### config.mk
export PLATFORM = sky130hd
export DESIGN_NAME = prio_encoder8_3_seq
export DESIGN_NICKNAME = d
export VERILOG_FILES = /design/src/rtl/prio_encoder8_3_seq.sv
export SDC_FILE = /design/constraint.sdc
export NUM_CORES = 1
export LEC_CHECK = 0
export ABC_AREA = 1
export CAP_MARGIN = 20
export CORE_UTILIZATION = 24
export CTS_CLUSTER_SIZE = 30
export DETAILED_ROUTE_END_ITERATION = 10
export GPL_TIMING_DRIVEN = 0
export PLACE_DENSITY_LB_ADDON = 0.05
export SYNTH_ARGS = -nofsm -noshare
export SYNTH_HDL_FRONTEND = slang
export SYNTH_SLANG_ARGS = --single-unit
export TNS_END_PERCENT = 100
### constraint.sdc
create_clock -name clk -period 1.5 [get_ports clk]
set_input_delay 0.45 -clock clk [delete_from_list [all_inputs] [get_ports clk]]
set_output_delay 0.45 -clock clk [all_outputs]
set_load 0.005 [all_outputs]
### src/rtl/prio_encoder8_3_seq.sv
// rtl/prio_encoder8_3_seq.sv - clocked 8-to-3 priority encoder with sticky pending and valid/ack handshake
// Optional duplicate-request overflow flag enabled by defining PRIO_ENC_OVERFLOW_EN.
module prio_encoder8_3_seq #(
  parameter int W = 3,
  parameter int N = 2**W
) (
  input  logic         clk,
  input  logic         rst,
  input  logic [2:0]   En,
  input  logic [N-1:0] I,
  input  logic         ack,
`ifdef PRIO_ENC_OVERFLOW_EN
  input  logic         ovf_clr,
  output logic         ovf,
`endif
  output logic [W-1:0] Y,
  output logic         valid,
  output logic [N-1:0] pend,
  output logic         idle
);

  typedef enum logic {S_IDLE = 1'b0, S_PRESENT = 1'b1} state_t;

  state_t       r_state;
  state_t       w_state_nxt;
  logic [W-1:0] r_y;
  logic [W-1:0] w_y_nxt;
  logic         r_valid;
  logic         w_valid_nxt;
  logic [N-1:0] r_pend;
  logic [N-1:0] w_pend_nxt;
  logic [N-1:0] w_clr;
  logic [N-1:0] w_req;
  logic [W-1:0] w_hi;
  logic         w_en;

  assign w_en  = En[0] & ~En[1] & ~En[2];
  assign w_clr = (r_valid && ack) ? ({{(N-1){1'b0}}, 1'b1} << r_y) : '0;
  assign w_req = w_en ? I : '0;

  // A fresh request on the bit being cleared wins, so OR after masking.
  assign w_pend_nxt = (r_pend & ~w_clr) | w_req;

  always_comb begin
    w_hi = '0;
    for (int k = 0; k < N; k++) begin
      if (r_pend[k]) w_hi = W'(k);
    end
  end

  always_comb begin
    w_state_nxt = r_state;
    w_y_nxt     = r_y;
    w_valid_nxt = r_valid;
    case (r_state)
      S_IDLE: begin
        if (w_en && (r_pend != '0)) begin
          w_y_nxt     = w_hi;
          w_valid_nxt = 1'b1;
          w_state_nxt = S_PRESENT;
        end
      end
      S_PRESENT: begin
        if (ack) begin
          w_valid_nxt = 1'b0;
          w_state_nxt = S_IDLE;
        end
      end
      default: begin
        w_valid_nxt = 1'b0;
        w_state_nxt = S_IDLE;
      end
    endcase
  end

  always_ff @(posedge clk) begin
    if (rst) begin
      r_state <= S_IDLE;
      r_y     <= '0;
      r_valid <= 1'b0;
      r_pend  <= '0;
    end else begin
      r_state <= w_state_nxt;
      r_y     <= w_y_nxt;
      r_valid <= w_valid_nxt;
      r_pend  <= w_pend_nxt;
    end
  end

`ifdef PRIO_ENC_OVERFLOW_EN
  logic r_ovf;
  logic w_dup;

  assign w_dup = |(w_req & r_pend & ~w_clr);

  always_ff @(posedge clk) begin
    if (rst) begin
      r_ovf <= 1'b0;
    end else if (w_dup) begin
      r_ovf <= 1'b1;
    end else if (ovf_clr) begin
      r_ovf <= 1'b0;
    end
  end

  assign ovf = r_ovf;
`endif

  assign Y     = r_y;
  assign valid = r_valid;
  assign pend  = r_pend;
  assign idle  = w_en & ~rst & (r_pend == '0) & ~r_valid;

endmodule

; ---- Word-level counts from Yosys, hierarchy flattened
; Index checks and enable logic that the tools add are counted.
[totals]
mem_bits_ro = 0
output_inout_bits = 13
reg_bits = 13
in_bits = 14
latchBits = 0
ram_bits = 0
n_memories = 0
wordCells = 41
[op_classes]
n_eq_ne = 2
n_shift = 1
add_sub_neg = 0
multipliers = 0
n_bitwise = 13
muxes = 15
n_reduce_logical = 6
div_mod_pow = 0
n_lt_le_gt_ge = 0
[ops]
columns = cell, count
row1 = $mux W3, 6
row2 = $mux W8, 2
row3 = $and A8 B8 Y8, 1
row4 = $logic_not A8 Y1, 1
row5 = $not A8 Y8, 1
row6 = $or A8 B8 Y8, 1
row7 = $reduce_bool A8 Y1, 1
row8 = $shl A1 B3 Y8 const A, 1
row9 = $and A1 B1 Y1, 5
row10 = $mux W1, 5
row11 = $not A1 Y1, 5
row12 = $ne A2 B2 Y1 const B, 2
row13 = $pmux W1 S2, 2
row14 = $reduce_and A2 Y1, 2
row15 = $logic_and A1 B1 Y1, 2

; ---- Depth between registers and ports, before layout
[logic_depth]
depth_word = 7
mapped_depth = 9
mapped_depth_nobuf = 9

; ---- Worst setup path before layout
; No wires, ideal clock.
[synth_timing]
path_kind = input to output
startpoint = input En[1]
endpoint = output idle
required_time_ns = 1.050
cell_stages = 4
t_arrival_ns = 0.996
path_slack_ns = 0.054
path_buffers = 1
cell_sequence = nor3b_4 -> buf_6 -> nand3_1 -> nor2_1
[synth_via]
elab_chain_cells = 6
[synth_rtl]
columns = item, line
row1 = "start, declared", 9  ; input logic [2:0] En,
row2 = $not A1 Y1, 37  ; assign w_en = En[0] & ~En[1] & ~En[2];
row3 = $and A1 B1 Y1 (2 in a row), 37
row4 = $and A1 B1 Y1 (3 in a row), 112  ; assign idle = w_en & ~rst & (r_pend == '0) & ~r_valid;
row5 = "end, declared", 19  ; output logic idle
; Every way passes these cells.

; ---- Worst setup path after layout
; Ends and elaborated chain as after synthesis.

==> summary.md <==
| Metric | Value |
|---|---|
| Status | complete, but fails checks |
| Failing checks | negative setup slack |
| Register area share after synthesis | 39.7% |
| Worst R2R Path Depth | 8 |
| FF+latch count, synth | 13 |
| Number of max-cap violations | 0 |
| Yosys warns | 0 |
| Setup Viol. Count Final | 1 |
| Worst reg2reg path endpoint | Y[1] |
| Kind of end point of the critical path | output port |
| Max VDD drop | between 0.4 and 0.5 mV |
| Hold endpoint | pend[0] |
| Routed wire per std cell | approximately 10 um |
| Combinational Power Share | 19.9% |
| Number of library cell types mapped by synthesis | 17 |
| Total GRT Usage | 13.5% |
| H-tree levels | 1 |
| Synth area leader | dfxtp_1 |
| Top cells by area, synth | dfxtp_1 40%, nand2_1 18%, a21oi_1 8.4%, inv_1 6.9%, o21ai_0 6.1% |
| Detailed Place HPWL | around 1300 um |
| CTS tree | done |
| Post-synth top area share | between 30 and 40% |
| DRC Markers | 0 |
| Sw power | between 0.15 and 0.2 mW |
| Worst R2R Setup Slack | about 450 ps |
| Minimum clock period | roughly 1600 ps |
| Clock Sinks | 13 |
| TritonCTS Buffers | 3 |
| Setup Crit Path Kind | primary input to output port |
| Max FO, Critical Path | 2 |
| Hold wc startpoint | rst |
| Fmax | around 630 MHz |
| DR vias/cell | around 4.3 |
| Post-route insts no fill | approximately 160 |
| Routability cong. | 0.760 |
| Deepest clock path buffer count | 2 |
| Leakage | about 0.51 nW |
| Gr ovfl total | 0 |
| Inst Count DP | ~150 |
| Worst setup margin | -89.4 ps |
| Clock skew | ~0.5 ps |
| Skew-Pair Late Insertion Delay | between 200 and 300 ps |
| Gate Count Post-Synth | 97 |
| Antenna cells | 0 |
| R2R Path Start | pend[1] |
| Internal Pwr Total | ~0.54 mW |
| Slew Limit Headroom | 88.4% |
| Hold Buf Count CTS | 0 |
| Final hold violations | 0 |
| NumNets Final | between 100 and 150 |
| DRT iter0 DRCs | 8 |
| Area added between synthesis and finish | 56.3% |
| Sequential share of power | around half |
| DIE AREA | roughly 0.003 mm2 |
| Remaining antenna violation count | 0 |
| Initial core utilization | roughly 26% |
| Period utilization | 106% |
| Initial antenna violation count | 0 |
| Ports | 27 |
| Unrepaired setup endpoints after global routing | yes |
| FP Rows | 18 |
| PortBufs | 25 |
| Final Slew Violations | 0 |
| DR pass1 iterations | 4 |
| Routed wire length | between 1500 and 2000 um |
| Hold Crit Depth | 2 |
| Worst slew pin tran | ~170 ps |
| Layout cells sized above 1 | between 30% and 40% |
| Largest net degree at the start of global routing | 10 |
| Fill count | about 280 |
| Core area | roughly 0.0025 mm2 |
| Sw Share | 26.3% |
| Die Ht | ~54 um |
| Net Count, Synth | ~110 |
| Vias in the first global route | 645 |
| Final Total Pwr | between 0.7 and 0.8 mW |
| CTS root buffer | clkbuf_4 |
| Netlist Area Pre-Place | 656 um2 |
| Pwr/cell area | 717 mW/mm2 |
| Arrival time worst endpoint | 1140 ps |
| Via count | a little over 700 |
| Clk pin slew, worst setup/hold paths | about 80 ps |
| Launching element type of the critical path | primary input |
| Clk pwr share | 29.8% |
| Chip width | about 54 um |
| Critical Path RT | about 1100 ps |
| Worst hold path type | primary input to register |
| Syn avg cell area | roughly 6.8 um2 |
| First-pass GRT wire length | 2730 um |
==> metal layers <==
metal,vias to the layer above,GRT usage [%],wire length [um]
met5,-,0,0
met3,2,3.33,87
met4,0,7.69,15
met2,15,20.7,773
li1,374,-,-
met1,314,16.9,789
==> cell type report <==
cell class | instances | area (um2) | share of cell area [%]
Buffer | 2 | 18.8 | 1.83
Clock buffer | 4 | 26.3 | 2.56
Inverter | 15 | 56.3 | 5.49
Multi-Input combinational cell | 67 | 330 | 32.2
Sequential cell | 13 | 275 | 26.9
Tap cell | 30 | 37.5 | 3.66
Timing Repair Buffer | 32 | 280 | 27.4
==> Yosys cell counts <==
| cell type | n |
|---|---|
| a21oi_1 | 11 |
| nand2_2 | 2 |
| nor3b_4 | 1 |
| nand2_1 | 32 |
| dfxtp_1 | 13 |
| o21ai_0 | 8 |
| buf_6 | 1 |
| nand4_1 | 1 |
| inv_2 | 3 |
| nor2_1 | 6 |
| inv_1 | 12 |
| nand3_1 | 2 |
| nand3_2 | 1 |
| buf_4 | 1 |
| o21bai_1 | 1 |
| nor2_4 | 1 |
| nor2_2 | 1 |
==> critical path, cell delays in order <==
cell	delay [ps]
buf_6	90
nor3b_4	210
buf_6	130
nand3_2	50
nor2_2	90
buf_2	110
==> how the worst max path moves through the flow <==
| stage | startpoint | to | slack, ps |
|---|---|---|---|
| finish | En[1] | idle | -90 |
| global route | pend[4] | idle | -160 |
| CTS | En[2] | idle | -100 |
| detailed placement | En[1] | idle | -990 |
| global placement | En[1] | idle | -990 |
| floorplan | En[1] | idle | 50 |
==> registers in the layout, summed over array words and instances, names as in the netlist <==
name	flops
pend	8
Y	3
r_state	1
valid	1
==> power groups by stage <==
stage | registers, mW | clock network (mW) | logic (mW)
2_1_floorplan | 0.377 | 0 | 0.0692
3_3_place_gp | 0.377 | 0 | 0.143
3_5_place_dp | 0.377 | 0 | 0.143
4_1_cts | 0.370 | 0.233 | 0.144
5_1_grt | 0.373 | 0.254 | 0.165
6_report | 0.370 | 0.219 | 0.146
==> stage by stage <==
stage	setup WS (ps)	setup TNS [ps]	cell area (um2)	hold WS (ps)	utilization, %
after floorplan	54.0	0	656	470	-
after global placement	-987	-2340	943	477	37.4
after detailed placement	-992	-2530	943	485	37.4
after CTS	-105	-105	1010	389	39.9
after global routing	-161	-161	1020	397	40.6
final	-89.4	-89.4	1020	404	40.6
==> cells by family (layout without fill, tap and decap cells) <==
kind of cell	count (synthesis)	count (layout)	share of synthesized area, %
flops	13	13	39.7
compound gates	20	20	15.6
simple gates	47	47	33.2
buf+inv	17	53	11.5
==> timing repair <==
| item | CTS | global route |
|---|---|---|
| endpoints found under the setup margin | 13 | 1 |
| pin swaps | 2 | 2 |
| gates resized for setup | 43 | 3 |
| hold endpoints to repair | 0 | 0 |
| buffers inserted | 5 | 2 |
==> layout by cell type, fill, tap and decap left out, types with 2 or more instances in the layout <==
cell and instances:
nand2_1 31, dfxtp_2 12, dlygate4sd2_1 12, a21oi_1 11, inv_1 10, clkdlybuf4s50_1 9, buf_4 8, o21ai_0 8
inv_2 5, nor2_1 5, nand2_2 3, buf_6 3, clkbuf_4 3, nor2_2 2, nand3_2 2, buf_2 2
(Power assumes the default switching activity.)
